File: config.mk
export PLATFORM = sky130hd
export DESIGN_NAME = seq_alu_acc
export DESIGN_NICKNAME = d
export VERILOG_FILES = /design/src/rtl/seq_alu_acc.sv
export SDC_FILE = /design/constraint.sdc
export NUM_CORES = 1
export LEC_CHECK = 0
export ABC_AREA = 0
export CORE_MARGIN = 8
export CORE_UTILIZATION = 46
export CTS_CLUSTER_SIZE = 25
export DETAILED_ROUTE_END_ITERATION = 10
export MAX_ROUTING_LAYER = met4
export PLACE_DENSITY = 0.69
export SETUP_SLACK_MARGIN = 0.15
export SYNTH_ARGS = -nofsm -noshare
export SYNTH_HDL_FRONTEND = slang
export SYNTH_SLANG_ARGS = --single-unit
File: constraint.sdc
create_clock -name Clock -period 6.06 [get_ports Clock]
set_clock_uncertainty 0.2 [all_clocks]
set_input_delay 1.212 -clock Clock [delete_from_list [all_inputs] [get_ports Clock]]
set_output_delay 1.212 -clock Clock [all_outputs]
set_load 0.02 [all_outputs]
File: src/rtl/seq_alu_acc.sv
// Registered accumulator ALU: single-cycle ops on {A, B} plus a
// shift-add unsigned multiply, sequenced by Start/Busy/Done.
module seq_alu_acc #(
  parameter int N = 4
) (
  input  logic           Clock,
  input  logic           Reset,
  input  logic [N-1:0]   A,
  input  logic [2:0]     Function,
  input  logic           Start,
  output logic [2*N-1:0] ALUout,
  output logic           Busy,
  output logic           Done
);

  localparam int W  = 2 * N;
  localparam int CW = $clog2(N) + 1;

  localparam logic [N:0]    SH_LIM = (N + 1)'(W);
  localparam logic [CW-1:0] LAST   = CW'(N - 1);

  typedef enum logic {
    IDLE,
    MUL
  } state_t;

  state_t        state;
  state_t        state_n;
  logic [W-1:0]  acc;
  logic [W-1:0]  acc_n;
  logic          busy;
  logic          busy_n;
  logic          done;
  logic          done_n;
  logic [W-1:0]  mcand;
  logic [W-1:0]  mcand_n;
  logic [N-1:0]  mplier;
  logic [N-1:0]  mplier_n;
  logic [W-1:0]  prod;
  logic [W-1:0]  prod_n;
  logic [CW-1:0] cnt;
  logic [CW-1:0] cnt_n;

  logic [N-1:0]  b;
  logic [N:0]    usum;
  logic [W-1:0]  sa;
  logic [W-1:0]  sb;
  logic [W-1:0]  res;
  logic [W-1:0]  prod_add;

  assign b = acc[N-1:0];

  // Result of every single-cycle function, from A and the current B
  always_comb begin
    usum = {1'b0, A} + {1'b0, b};
    sa   = {{N{A[N-1]}}, A};
    sb   = {{N{b[N-1]}}, b};
    res  = acc;
    unique case (Function)
      3'b000: res = W'(usum);
      3'b001: res = sa + sb;
      3'b010: res = sb;
      3'b011: res = W'(|{A, b});
      3'b100: res = W'(&{A, b});
      3'b101: res = {A, b};
      3'b110: begin
        if ({1'b0, A} >= SH_LIM)
          res = '0;
        else
          res = {{N{1'b0}}, b} << A;
      end
      3'b111: res = acc;
    endcase
  end

  assign prod_add = prod + (mplier[0] ? mcand : '0);

  always_comb begin
    state_n  = state;
    acc_n    = acc;
    busy_n   = busy;
    done_n   = 1'b0;
    mcand_n  = mcand;
    mplier_n = mplier;
    prod_n   = prod;
    cnt_n    = cnt;
    unique case (state)
      IDLE: begin
        if (Start) begin
          if (Function == 3'b111) begin
            mcand_n  = {{N{1'b0}}, A};
            mplier_n = b;
            prod_n   = '0;
            cnt_n    = '0;
            busy_n   = 1'b1;
            state_n  = MUL;
          end else begin
            acc_n  = res;
            done_n = 1'b1;
          end
        end
      end
      MUL: begin
        prod_n   = prod_add;
        mcand_n  = mcand << 1;
        mplier_n = mplier >> 1;
        cnt_n    = cnt + 1'b1;
        // Start is deliberately ignored here, including on the last edge
        if (cnt == LAST) begin
          acc_n   = prod_add;
          done_n  = 1'b1;
          busy_n  = 1'b0;
          state_n = IDLE;
        end
      end
    endcase
  end

  always_ff @(posedge Clock or posedge Reset) begin
    if (Reset) begin
      state  <= IDLE;
      acc    <= '0;
      busy   <= 1'b0;
      done   <= 1'b0;
      mcand  <= '0;
      mplier <= '0;
      prod   <= '0;
      cnt    <= '0;
    end else begin
      state  <= state_n;
      acc    <= acc_n;
      busy   <= busy_n;
      done   <= done_n;
      mcand  <= mcand_n;
      mplier <= mplier_n;
      prod   <= prod_n;
      cnt    <= cnt_n;
    end
  end

  assign ALUout = acc;
  assign Busy   = busy;
  assign Done   = done;

endmodule

==> impl_metrics.env <==
export IMPL_min_path_type="flop to flop"
export IMPL_clockRootBuffer="clkbuf_8"
export IMPL_internal_power_uw=690.0
export IMPL_syn_avg_cell_area_sq_um=9.024
export IMPL_postCtsHoldBufs=0
export IMPL_p_total_mw=1.133
export IMPL_crit_slowest_cell="clkdlybuf4s50_1"
export IMPL_cts_setup_buffers=0
export IMPL_core_area_sq_um=4755
export IMPL_drtPass1Iterations=4
export IMPL_antenna_left=0
export IMPL_critical_path_class="input pin to flop"
export IMPL_grt_max_degree=35
export IMPL_synth_seq_area_share_pct=37.12
export IMPL_finalSetupViolCount=0
export IMPL_clkLatencyLatePin_ns=0.29
export IMPL_grt_overflow=0
export IMPL_dp_hpwl_um=4090
export IMPL_area_growth_pct=15.56
export IMPL_final_nets=294
export IMPL_cts_tree="yes"
export IMPL_grt_pass1_vias=1951
export IMPL_cts_inserted_buffers=5
export IMPL_cts_resized_gates=0
export IMPL_maxSlewHeadroom_pct=52.01
export IMPL_die_x_um=86.59
export IMPL_clockPowerShare_pct=22.3
export IMPL_antennaDiodeCount=0
export IMPL_p_leak_nw=1.217
export IMPL_grt_pass1_wl_um=9680
export IMPL_crit_fanout=9
export IMPL_grt_use_total_pct=16.60
export IMPL_htree_levels=2
export IMPL_synth_edff_count=0
export IMPL_io_buffer_count=19
export IMPL_crit_path_max_incr_delay_ns=0.57
export IMPL_fin_crit_sh_pct=53.77
export IMPL_layout_setup_ws_ns=2.802
export IMPL_cp_cell_sequence="clkdlybuf4s50_1, ha_1, fa_1, a21oi_1, o21ai_0, nor2b_1, a211o_2"
export IMPL_startpoint="A[0]"
export IMPL_num_vias=1923
export IMPL_clockBufferDepth=2
export IMPL_drv_slew=0
export IMPL_worst_pin_slew_ns=0.7199
export IMPL_clk_pin_slew_worst_paths_ns=0.07
export IMPL_totalWireLength_um=5649
export IMPL_crit_buf_inv=1
export IMPL_drc_errors=0
export IMPL_rows=25
export IMPL_fin_crit_ns=3.258
export IMPL_synth_cell_types=51
export IMPL_ys_seq_elements=34
export IMPL_clock_sinks=34
export IMPL_powerDensity_nw_per_um2=427.9
export IMPL_outcome="finished clean"
export IMPL_ioPinCount=20
export IMPL_post_place_ws_ns=2.519
export IMPL_swShare_pct=39.13
export IMPL_combPwrFrac_pct=43.0
export IMPL_yosysWarnings=0
export IMPL_multiInputGateArea_sq_um=1349
export IMPL_worst_setup_path_end_kind="flop"
export IMPL_cp_start_kind="input pin"
export IMPL_hold_start="cnt[2]"
export IMPL_syn_inst=254
export IMPL_syn_nets=280
export IMPL_p_seq_share_pct=34.6
export IMPL_tns_ns=0
export IMPL_post_route_cells_drive_above_1_share_pct=6.691
export IMPL_die_area_sq_um=7498
export IMPL_syn_area_sq_um=2292
export IMPL_fmax_ghz=0.3069
export IMPL_antenna_found_initial=0
export IMPL_rsz0062_at_grt="no"
export IMPL_wl_per_cell_um=16.81
export IMPL_irDropWorstVdd_v=0.0002811
export IMPL_cp_data_arrival_time_ns=3.24
export IMPL_hold_viol_final=0
export IMPL_cp_top_family="adder cells"
export IMPL_regArea_sq_um=850.8
export IMPL_synth_async_reset_ratio_pct=100.0
export IMPL_start_util_pct=48.21
export IMPL_r2r_start="mplier[0]"
export IMPL_required_ns=6.04
export IMPL_p_switching_uw=443.5
export IMPL_die_h_um=86.59
export IMPL_nFillCells=444
export IMPL_ys_flop_type="dfrtp_1"
export IMPL_via_per_inst=5.723
export IMPL_cap_violations=0
export IMPL_drt_iter0_drc=141
export IMPL_place_congestion=0.9068
path summary, 6_finish.rpt:
path	to	slack, ns	cells past startpoint
max in group asynchronous	ALUout[0]	4.23	3
max reg2reg	ALUout[6]	3.45	8
min reg2reg	cnt[2]	0.28	2
min in group asynchronous	cnt[1]	1.11	3
min	cnt[2]	0.28	2
max	ALUout[4]	2.80	7
worst reg2reg max path, delay by kind of cell (launching register included):
family                     cells  cell delay, ns
DFF                            1            0.50
AOI/OAI and AO/OA              2            0.44
and+or+nand+nor                3            0.64
adders and majority gates      2            0.41
muxes                          1            0.31
per-stage QoR:
stage | cells | util [%] | area [sq um] | hold slack, ns
final | 336 | 55.71 | 2649 | 0.2825
after global routing | 336 | 55.71 | 2649 | 0.3250
after CTS | 336 | 55.71 | 2649 | 0.2873
after detailed placement | 328 | 52.82 | 2511 | 0.2702
after global placement | 328 | 52.82 | 2511 | 0.2604
after floorplan | 254 | - | 2292 | 0.2497
kinds of logic after synthesis:
kind of cell / synth area share (%)
AO/OA/AOI/OAI: 20.74
XOR/XNOR: 3.057
adder cells (fa/ha/maj): 9.389
buffers and inverters: 4.039
flip-flops: 37.12
multiplexers: 5.240
AND/OR/NAND/NOR: 20.41
routing by layer:
metal / GRT usage [%] / vias to the layer above / share of wire (%)
li1: - / 944 / -
met3: 3.025 / 2 / 5.7
met4: 4.851 / 0 / 0.55
met5: - / - / 0
met1: 21.35 / 915 / 47
met2: 25.97 / 62 / 47
final cells by class:
cell class	count	area share [%]
Tap cell	67	3.165
Timing Repair Buffer	21	7.747
Inverter	6	0.8503
Sequential cell	34	32.12
Clock inverter	3	2.598
Clock buffer	5	2.598
Multi-Input combinational cell	200	50.92
cell usage after synthesis (all sizes together) (3+ instances only):
cell	number	area [sq um]
nand3	9	45.04
ha	14	175.2
nor2	14	52.55
and2	9	56.30
inv	6	22.52
xor2	3	26.28
buf	9	51.30
o22ai	3	18.77
nand2b	7	43.79
o21ai	22	110.1
a22o	8	70.07
xnor2	5	43.79
and2b	3	28.78
a21o	3	22.52
clkbuf	5	18.77
dfrtp	34	850.8
mux2i	12	120.1
nand2	36	137.6
nand4	4	25.02
a21oi	12	63.81
cell usage in the layout (no fill, tap or decap), types with 2 or more instances in the layout:
cell type / n
a21o_1: 3
a21oi_1: 11
a22o_1: 8
a31oi_1: 2
a32oi_1: 2
and2_1: 9
and2b_4: 2
buf_4: 2
bufinv_16: 2
clkbuf_8: 5
clkdlybuf4s50_1: 19
dfrtp_1: 34
fa_1: 2
ha_1: 14
inv_1: 6
mux2i_1: 12
nand2_1: 35
nand2b_1: 7
nand3_1: 9
nand4_1: 4
nand4b_1: 2
nor2_1: 14
nor2b_1: 2
o211ai_1: 2
o21a_1: 2
o21ai_0: 22
o22ai_1: 3
o31ai_1: 2
or3_1: 2
xnor2_1: 5
xor2_1: 3
sequential cells by signal, indices dropped and copies added, names as in the netlist:
register	count
prod	8
Busy	1
mcand	8
state	1
ALUout	8
mplier	4
cnt	3
Done	1
power by group through the flow:
stage          clock, mW  sequential (mW)  combinational (mW)
6_report           0.253            0.392               0.488
5_1_grt            0.269            0.405               0.546
4_1_cts            0.259            0.393               0.491
3_5_place_dp           0            0.397               0.488
3_3_place_gp           0            0.394               0.480
2_1_floorplan          0            0.408               0.304
(Power assumes the default switching activity.)
